**src/rtl/fetch_unit.sv**
```systemverilog
// rtl/fetch_unit.sv - instruction fetch stage: sequential fetch, imem req/ack, instruction FIFO, redirect flush
// Optional misaligned-redirect exception entries: define FETCH_MISALIGN_EXC_EN.
module fetch_unit #(
  parameter logic [31:0] RESET_PC  = 32'h0000_0000,
  parameter int          BUF_DEPTH = 2
) (
  input  logic        clk,
  input  logic        rst_n,
  output logic        imem_req,
  output logic [31:0] imem_addr,
  input  logic        imem_ack,
  input  logic [31:0] imem_rdata,
  input  logic        redirect,
  input  logic [31:0] redirect_pc,
  input  logic        stall,
  output logic        id_valid,
  output logic [31:0] id_instr,
  output logic [31:0] id_pc,
  output logic [6:0]  id_opcode,
  output logic [2:0]  id_funct3,
  output logic [6:0]  id_funct7,
  output logic [11:0] id_funct12,
  output logic        id_excep,
  output logic [3:0]  id_excep_code
);

  localparam int            PW      = $clog2(BUF_DEPTH);
  localparam int            CW      = PW + 1;
  localparam logic [CW-1:0] DEPTH_C = CW'(BUF_DEPTH);
  localparam logic [31:0]   NOP     = 32'h0000_0013;

  typedef enum logic [1:0] {IDLE, REQ, DROP} state_t;

  state_t        state_q;
  logic [31:0]   fetch_pc_q;
  logic [31:0]   addr_q;
  logic          halt_q;
  logic [PW-1:0] wr_ptr_q;
  logic [PW-1:0] rd_ptr_q;
  logic [CW-1:0] count_q;
  logic [31:0]   buf_instr_q [BUF_DEPTH];
  logic [31:0]   buf_pc_q    [BUF_DEPTH];

  logic          push_mem;
  logic          pop;
  logic          misalign;
  logic [31:0]   redir_pc;
  logic          fifo_push;
  logic [PW-1:0] fifo_wptr;
  logic [31:0]   fifo_instr;
  logic [31:0]   fifo_pc;
  logic [CW-1:0] count_d;
  logic          room;

  assign imem_req  = (state_q != IDLE);
  assign imem_addr = addr_q;
  assign id_valid  = (count_q != '0);
  assign push_mem  = imem_ack && (state_q == REQ);
  assign pop       = id_valid && !stall;

`ifdef FETCH_MISALIGN_EXC_EN
  assign redir_pc = redirect_pc;
  assign misalign = redirect && (redirect_pc[1:0] != 2'b00);
`else
  assign redir_pc = redirect_pc & ~32'h3;
  assign misalign = 1'b0;
`endif

  // A redirect empties the FIFO; a misaligned one then holds only the exception entry.
  assign fifo_push  = redirect ? misalign : push_mem;
  assign fifo_wptr  = redirect ? '0 : wr_ptr_q;
  assign fifo_instr = redirect ? NOP : imem_rdata;
  assign fifo_pc    = redirect ? redir_pc : fetch_pc_q;
  assign count_d    = redirect ? CW'(misalign) : count_q + CW'(push_mem) - CW'(pop);
  assign room       = (count_d < DEPTH_C);

  always_ff @(posedge clk or negedge rst_n) begin
    if (!rst_n) begin
      state_q    <= IDLE;
      fetch_pc_q <= RESET_PC;
      addr_q     <= RESET_PC;
      halt_q     <= 1'b0;
      wr_ptr_q   <= '0;
      rd_ptr_q   <= '0;
      count_q    <= '0;
    end else begin
      count_q <= count_d;
      if (redirect) begin
        fetch_pc_q <= redir_pc;
        halt_q     <= misalign;
        rd_ptr_q   <= '0;
        wr_ptr_q   <= PW'(misalign);
        if (state_q != IDLE && !imem_ack) begin
          state_q <= DROP;
        end else if (misalign) begin
          state_q <= IDLE;
        end else begin
          state_q <= REQ;
          addr_q  <= redir_pc;
        end
      end else begin
        if (push_mem) wr_ptr_q <= wr_ptr_q + 1'b1;
        if (pop)      rd_ptr_q <= rd_ptr_q + 1'b1;
        case (state_q)
          IDLE: begin
            if (room && !halt_q) begin
              state_q <= REQ;
              addr_q  <= fetch_pc_q;
            end
          end
          REQ: begin
            if (imem_ack) begin
              fetch_pc_q <= fetch_pc_q + 32'd4;
              addr_q     <= fetch_pc_q + 32'd4;
              if (!room) state_q <= IDLE;
            end
          end
          DROP: begin
            if (imem_ack) begin
              if (halt_q) begin
                state_q <= IDLE;
              end else begin
                state_q <= REQ;
                addr_q  <= fetch_pc_q;
              end
            end
          end
          default: state_q <= IDLE;
        endcase
      end
    end
  end

  always_ff @(posedge clk) begin
    if (fifo_push) begin
      buf_instr_q[fifo_wptr] <= fifo_instr;
      buf_pc_q[fifo_wptr]    <= fifo_pc;
    end
  end

  assign id_instr      = id_valid ? buf_instr_q[rd_ptr_q] : 32'h0;
  assign id_pc         = id_valid ? buf_pc_q[rd_ptr_q] : 32'h0;
  assign id_opcode     = id_instr[6:0];
  assign id_funct3     = id_instr[14:12];
  assign id_funct7     = id_instr[31:25];
  assign id_funct12    = id_instr[31:20];
  assign id_excep_code = 4'd0;

`ifdef FETCH_MISALIGN_EXC_EN
  logic buf_exc_q [BUF_DEPTH];

  always_ff @(posedge clk) begin
    if (fifo_push) buf_exc_q[fifo_wptr] <= redirect;
  end

  assign id_excep = id_valid && buf_exc_q[rd_ptr_q];
`else
  assign id_excep = 1'b0;
`endif

endmodule

```
**config.mk**
```make
export PLATFORM = sky130hd
export DESIGN_NAME = fetch_unit
export DESIGN_NICKNAME = d
export VERILOG_FILES = /design/src/rtl/fetch_unit.sv
export SDC_FILE = /design/constraint.sdc
export NUM_CORES = 1
export LEC_CHECK = 0
export ABC_AREA = 1
export BUFFER_PORTS_ARGS = -buffer_cell sky130_fd_sc_hd__buf_4
export CORE_MARGIN = 5
export CORE_UTILIZATION = 45
export CTS_CLUSTER_DIAMETER = 100
export DETAILED_ROUTE_END_ITERATION = 8
export MAX_ROUTING_LAYER = met4
export PLACE_DENSITY = 0.68
export SLEW_MARGIN = 10
export SYNTH_ARGS = -nofsm -noshare
export SYNTH_HDL_FRONTEND = slang
export SYNTH_SLANG_ARGS = --single-unit
```
**constraint.sdc**
```tcl
create_clock -name clk -period 5.98 [get_ports clk]
set_input_delay 0.598 -clock clk [delete_from_list [all_inputs] [get_ports clk]]
set_output_delay 0.598 -clock clk [all_outputs]
set_load 0.02 [all_outputs]
```
Yosys cells after proc, flatten, opt, wreduce, memory -nomap -nowiden
Memories as Yosys holds them, arrays and structs flattened.
Cells that the tools add are included.
{ "totals": {"mem_bits_rw": 128, "register_bits": 70, "n_memories": 2, "elab_cells": 65, "output_inout_bits": 132, "input_bits": 69} }
{ "memory_table": {"columns": ["memory", "words", "width", "read_ports", "rd_clocked_by_memory_dff", "wr", "line", "text"], "rows": [
  ["buf_instr_q", 2, 32, 1, 0, 1, "41", "logic [31:0] buf_instr_q [BUF_DEPTH];"],
  ["buf_pc_q", 2, 32, 1, 0, 1, "42", "logic [31:0] buf_pc_q [BUF_DEPTH];"]
]} }
{ "op_classes": {"magnitude_cmp": 1, "eq_ne": 7, "n_mux": 28, "reduce_logical": 16, "addsub": 5} }
{ "op_table": {"columns": ["operator", "n"], "rows": [
  ["$mux 32", 11],
  ["$pmux 32 s3", 1],
  ["$add 32x3->32 const B", 1],
  ["$mux 2", 7],
  ["$ne 3x3->1 const B", 4],
  ["$reduce_bool 2->1", 6],
  ["$mux 1", 8],
  ["$pmux 2 s3", 1],
  ["$reduce_and 5->1", 1],
  ["$reduce_and 4->1", 1],
  ["$reduce_bool 4->1", 1],
  ["$logic_and 1x1->1", 3],
  ["$add 1x1->1 const B", 2],
  ["$add 2x1->2", 1],
  ["$eq 2x1->1 const B", 1],
  ["$eq 2x2->1 const B", 1],
  ["$logic_not 1->1", 2],
  ["$logic_not 2->1", 1],
  ["$lt 2x2->1 const B", 1],
  ["$ne 2x2->1 const B", 1],
  ["$reduce_and 2->1", 1],
  ["$sub 2x1->2", 1]
]} }

Longest topological paths before layout
{ "logic_depth": {"depth_word": 10, "ltp_mapped": 16, "ltp_nobuf": 15} }

Worst setup path before layout
Ideal clock, no wire load.
{ "synth_timing": {"path_type": "input to register", "from": "input redirect", "to": "memory buf_instr_q[1][0] (enable)", "path_buffers": 2, "setup_slack_ns": 1.422, "setup_ns": 0.484, "required_ns": 5.496, "cell_stages": 7, "arrival_ns": 4.074, "path_cell_list": "buf_2 > inv_2 > nand3_2 > nor2_4 > inv_1 > buf_2 > nor2_1"} }
{ "synth_via": {"elab_chain_cells": 3, "elab_cells_between_ends": 4, "cone_classes": "mux (4)"} }
{ "synth_rtl": {"columns": ["item", "line", "text"], "rows": [
  ["start: declaration", "13", "input logic redirect,"],
  ["$mux 1", "70", "assign fifo_push = redirect ? misalign : push_mem;"],
  ["$mux 1", "135", "if (fifo_push) begin"],
  ["$mux 1 (not written as such)", "136", "buf_instr_q[fifo_wptr] <= fifo_instr;"],
  ["end: declaration", "41", null]
]} }
Several ways; a longest one is shown, not always the timed one.

Final worst setup path
{ "layout_timing": {"from": "register state_q[0]", "to": "register addr_q[20] (netlist: imem_addr[20])"} }
{ "layout_via": {"elab_chain_cells": 8, "elab_cells_between_ends": 18, "cone_classes": "add/sub (2); order compare (1); eq/ne (6); mux (3); reduce/logical (6)"} }
{ "layout_rtl": {"columns": ["item", "line", "text"], "rows": [
  ["start: declaration", "34", "state_t state_q;"],
  ["start signal: assignment", "79", "state_q <= IDLE;"],
  ["start signal: assignment", "94", "state_q <= DROP;"],
  ["start signal: assignment", "96", "state_q <= IDLE;"],
  ["$eq 2x1->1", "58, 104", null],
  ["$logic_and 1x1->1", "58", "assign push_mem = imem_ack && (state_q == REQ);"],
  ["$add 2x1->2", "74", "assign count_d = redirect ? CW'(misalign) : count_q + CW'(push_mem) - CW'(pop);"],
  ["$sub 2x1->2", "74", null],
  ["$mux 2", "74", null],
  ["$lt 2x2->1", "75", "assign room = (count_d < DEPTH_C);"],
  ["$ne 3x3->1 (no line)", null, null],
  ["$reduce_and 5->1 (no line)", null, null],
  ["end signal: assignment", "99", "addr_q <= redir_pc;"],
  ["end signal: assignment", "108", "addr_q <= fetch_pc_q;"],
  ["end signal: assignment", "114", "addr_q <= fetch_pc_q + 32'd4;"],
  ["end: declaration", "36", "logic [31:0] addr_q;"]
]} }
Several ways; a longest one is shown, not always the timed one.
A chain may end at the register's enable or synchronous reset.

==> impl_metrics.csv <==
group,metric,value,unit
outcome,status,"complete, no violations",
timing,fmax,276.8,MHz
timing,rsz0062_at_grt,"no",
logic_synthesis,synth_top_area_frac,0.3949,
placed_design,io_buffer_count,193,
logic_synthesis,post_synth.cell_area_avg,8.823,sq um
global_routing,grt_use_total,0.2102,
power,powerDensity,466.1,nW/um^2
logic_synthesis,syn_inst,1086,
timing,fin_setup_tns,0,ps
timing,hold_viol,0,
clocking,cts.htree.levels,4,
setup_path,cp-end-kind,"flop",
power,ir_worst_vdd,0.2775,mV
timing,timing.final.crit_share,0.6041,
clocking,worstSkewPairLatency,430,ps
logic_synthesis,synth_flop_cell,"edfxtp_1",
floorplan,die_x,155.9,um
drt,ant_nets,0,
floorplan,rows,53,
setup_path,r2r_cells,15,
finish,final_common_cell,"nand2_1",
logic_synthesis,synthesis.area,9582,sq um
floorplan,initial_core_util,0.4558,
drt,wl_per_cell,16.31,um
clocking,cts_tree,"built",
placed_design,dpl.hpwl,16850,um
finish,seqCellArea,5461,sq um
power,p_leak,5.058,nW
logic_synthesis,synth-async-reset-ratio,0.3472,
setup_path,rr_startpoint,"state_q[0]",
clocking,cts.clk_slew.worst_paths,70,ps
min_path,hold_class,"primary input to async pin",
setup_path,path_class,"flop to flop",
finish,antennaDiodeCount,0,
drt,wl,24780,um
global_routing,antenna_found_initial,0,
run,cap_violations,0,
global_routing,grt_max_degree,87,
timing,layout_min_cycle_time,3613,ps
finish,nFillCells,1930,
setup_path,r2r_end,"imem_addr[20]",
floorplan,core,21020,sq um
global_routing,grt_pass1_vias,7466,
timing,maxSlewHeadroom,0.3842,
finish,synthToLayoutAreaGrowth,21.01,%
logic_synthesis,synthDistinctLibCells,41,
timing,final-setup-viol-count,0,
floorplan,dieHeight,155.9,um
clocking,postCtsHoldBufs,0,
drt,drc,0,
floorplan,io-pin-count,201,
logic_synthesis,yosysSeqAreaShare,0.5699,
drt,via_per_inst,5.100,
finish,multi_input_area,3348,sq um
clocking,clockBufferDepth,2,
setup_path,worstSetupStartpointType,"flop",
floorplan,fp.dieArea,24310,sq um
clocking,cts_buffers,17,
finish,drive_above_1_share,0.2122,
logic_synthesis,yosys.area.top_type,"edfxtp_1",
clocking,cts.sinks,193,
setup_path,crit_arrival,3920,ps
clocking,post_cts_resized,0,
power,p_total,0.005404,W
drt,vias,7747,
logic_synthesis,synth.area.top_cells,"edfxtp_1 (39%), dfrtp_1 (17%), nand2_1 (13%), nor2_1 (5.3%), a21oi_1 (4.1%)",
setup_path,r2r_slack,2370,ps
drt,drtIter0Drc,559,
placed_design,gp_congestion,0.9096,
timing,finClkSkew,9.805,ps
logic_synthesis,synth_edf_count,126,
timing,maxSlewViolCount,0,
global_routing,grt_pass1_wl,38980,um
timing,worst_slew_pin_slew,923.7,ps
finish,fin_nets,1303,
clocking,clock-root-buffer,"clkbuf_16",
logic_synthesis,yosysWarnings,0,
setup_path,cp_data_required_time,6290,ps
logic_synthesis,synth-seq-cells,193,
finish,final_cell_mix,"nand2_1 (338), buf_4 (197), nor2_1 (132)",
clocking,post_cts_buffers,0,
drt,dr.pass1.iters,5,
setup_path,cp_max_fo,28,
global_routing,gr-total-overflow,0,
[Yosys cell counts (2+ instances only)]
library cell / number
buf_2: 10
buf_1: 8
ha_1: 3
nand2_1: 338
a31oi_1: 2
a21oi_2: 7
a21oi_1: 79
o21ai_1: 5
or2_2: 3
nand3_1: 31
buf_4: 39
clkbuf_1: 19
xor2_1: 9
buf_6: 3
nand2_4: 2
o211ai_1: 11
inv_2: 5
inv_4: 2
nand4_1: 5
nor2_2: 2
dfrtp_1: 67
nor2_4: 4
o221ai_1: 8
nor3_1: 4
and2_1: 2
nand3b_1: 4
inv_1: 80
o21ai_0: 62
edfxtp_1: 126
nor2_1: 135
[routing by layer]
metal | GRT usage | up-vias | part of all wire
met5 | - | - | 0
met4 | 0.03960 | 0 | 0.0091
met3 | 0.03717 | 16 | 0.065
met2 | 0.3375 | 275 | 0.48
met1 | 0.2852 | 3645 | 0.44
li1 | - | 3811 | -
[kinds of logic (layout without fill, tap and decap cells)]
| kind of cell | Yosys count | after routing | share of synthesized area |
|---|---|---|---|
| simple gates | 534 | 534 | 0.2267 |
| other cells | 1 | 7 | 0.0003914 |
| xor+xnor | 10 | 10 | 0.009141 |
| flops | 193 | 193 | 0.5699 |
| compound gates | 178 | 178 | 0.1046 |
| fa+ha+maj | 3 | 3 | 0.003918 |
| buf+inv | 167 | 319 | 0.08540 |
[sequential cells by signal, indices dropped and copies added (netlist names)]
signal	count
buf_instr_q	64
buf_pc_q	62
imem_addr	31
fetch_pc_q	30
count_q	2
state_q	2
rd_ptr_q	1
wr_ptr_q	1
[metrics by stage]
step	utilization	cells	hold slack, ps	setup slack [ps]	area, sq um
finish	0.5516	1519	276.2	2367	11590
floorplan	-	1092	302.4	1422	9604
detailed placement	0.5239	1487	468.6	2125	11010
global route	0.5516	1519	346.3	2106	11590
global placement	0.5239	1487	474.1	2137	11010
CTS	0.5516	1519	321.9	2382	11590
[worst max-delay path, cell delays in order (launching register included)]
cell	delay [ps]
dfrtp_1	560
inv_2	90
nor2_4	420
inv_4	170
nor2_8	270
inv_4	120
ha_1	290
inv_1	40
ha_1	210
xor2_1	150
nand2_1	90
nand4_2	250
nand2_4	420
inv_6	180
nor2_1	160
a21oi_2	40
[where the power goes]
part | internal, W | switching [W]
registers | 0.00167 | 0.000171
clock network | 0.000590 | 0.000521
logic | 0.000847 | 0.00160
total | 0.00311 | 0.00229
[layout make-up]
cell class                 count  area share
clock buffer                  18     0.03701
multi-input combinational    732      0.2888
clock inverter                14     0.01316
sequential                   193      0.4710
inverter                      88     0.02935
timing repair buffer         199      0.1310
tap                          275     0.02968
[worst max-delay path by stage]
stage	from	endpoint	slack, ps	depth (start not counted)
2_1_floorplan	redirect	buf_instr_q[1][0]	1420	7
3_3_place_gp	redirect	buf_pc_q[1][29]	2140	7
3_5_place_dp	redirect	buf_pc_q[1][30]	2130	7
4_1_cts	state_q[0]	imem_addr[30]	2380	15
5_1_grt	state_q[0]	imem_addr[9]	2110	15
6_report	state_q[0]	imem_addr[20]	2370	15
Note: power is estimated with default switching activity, not from simulation.
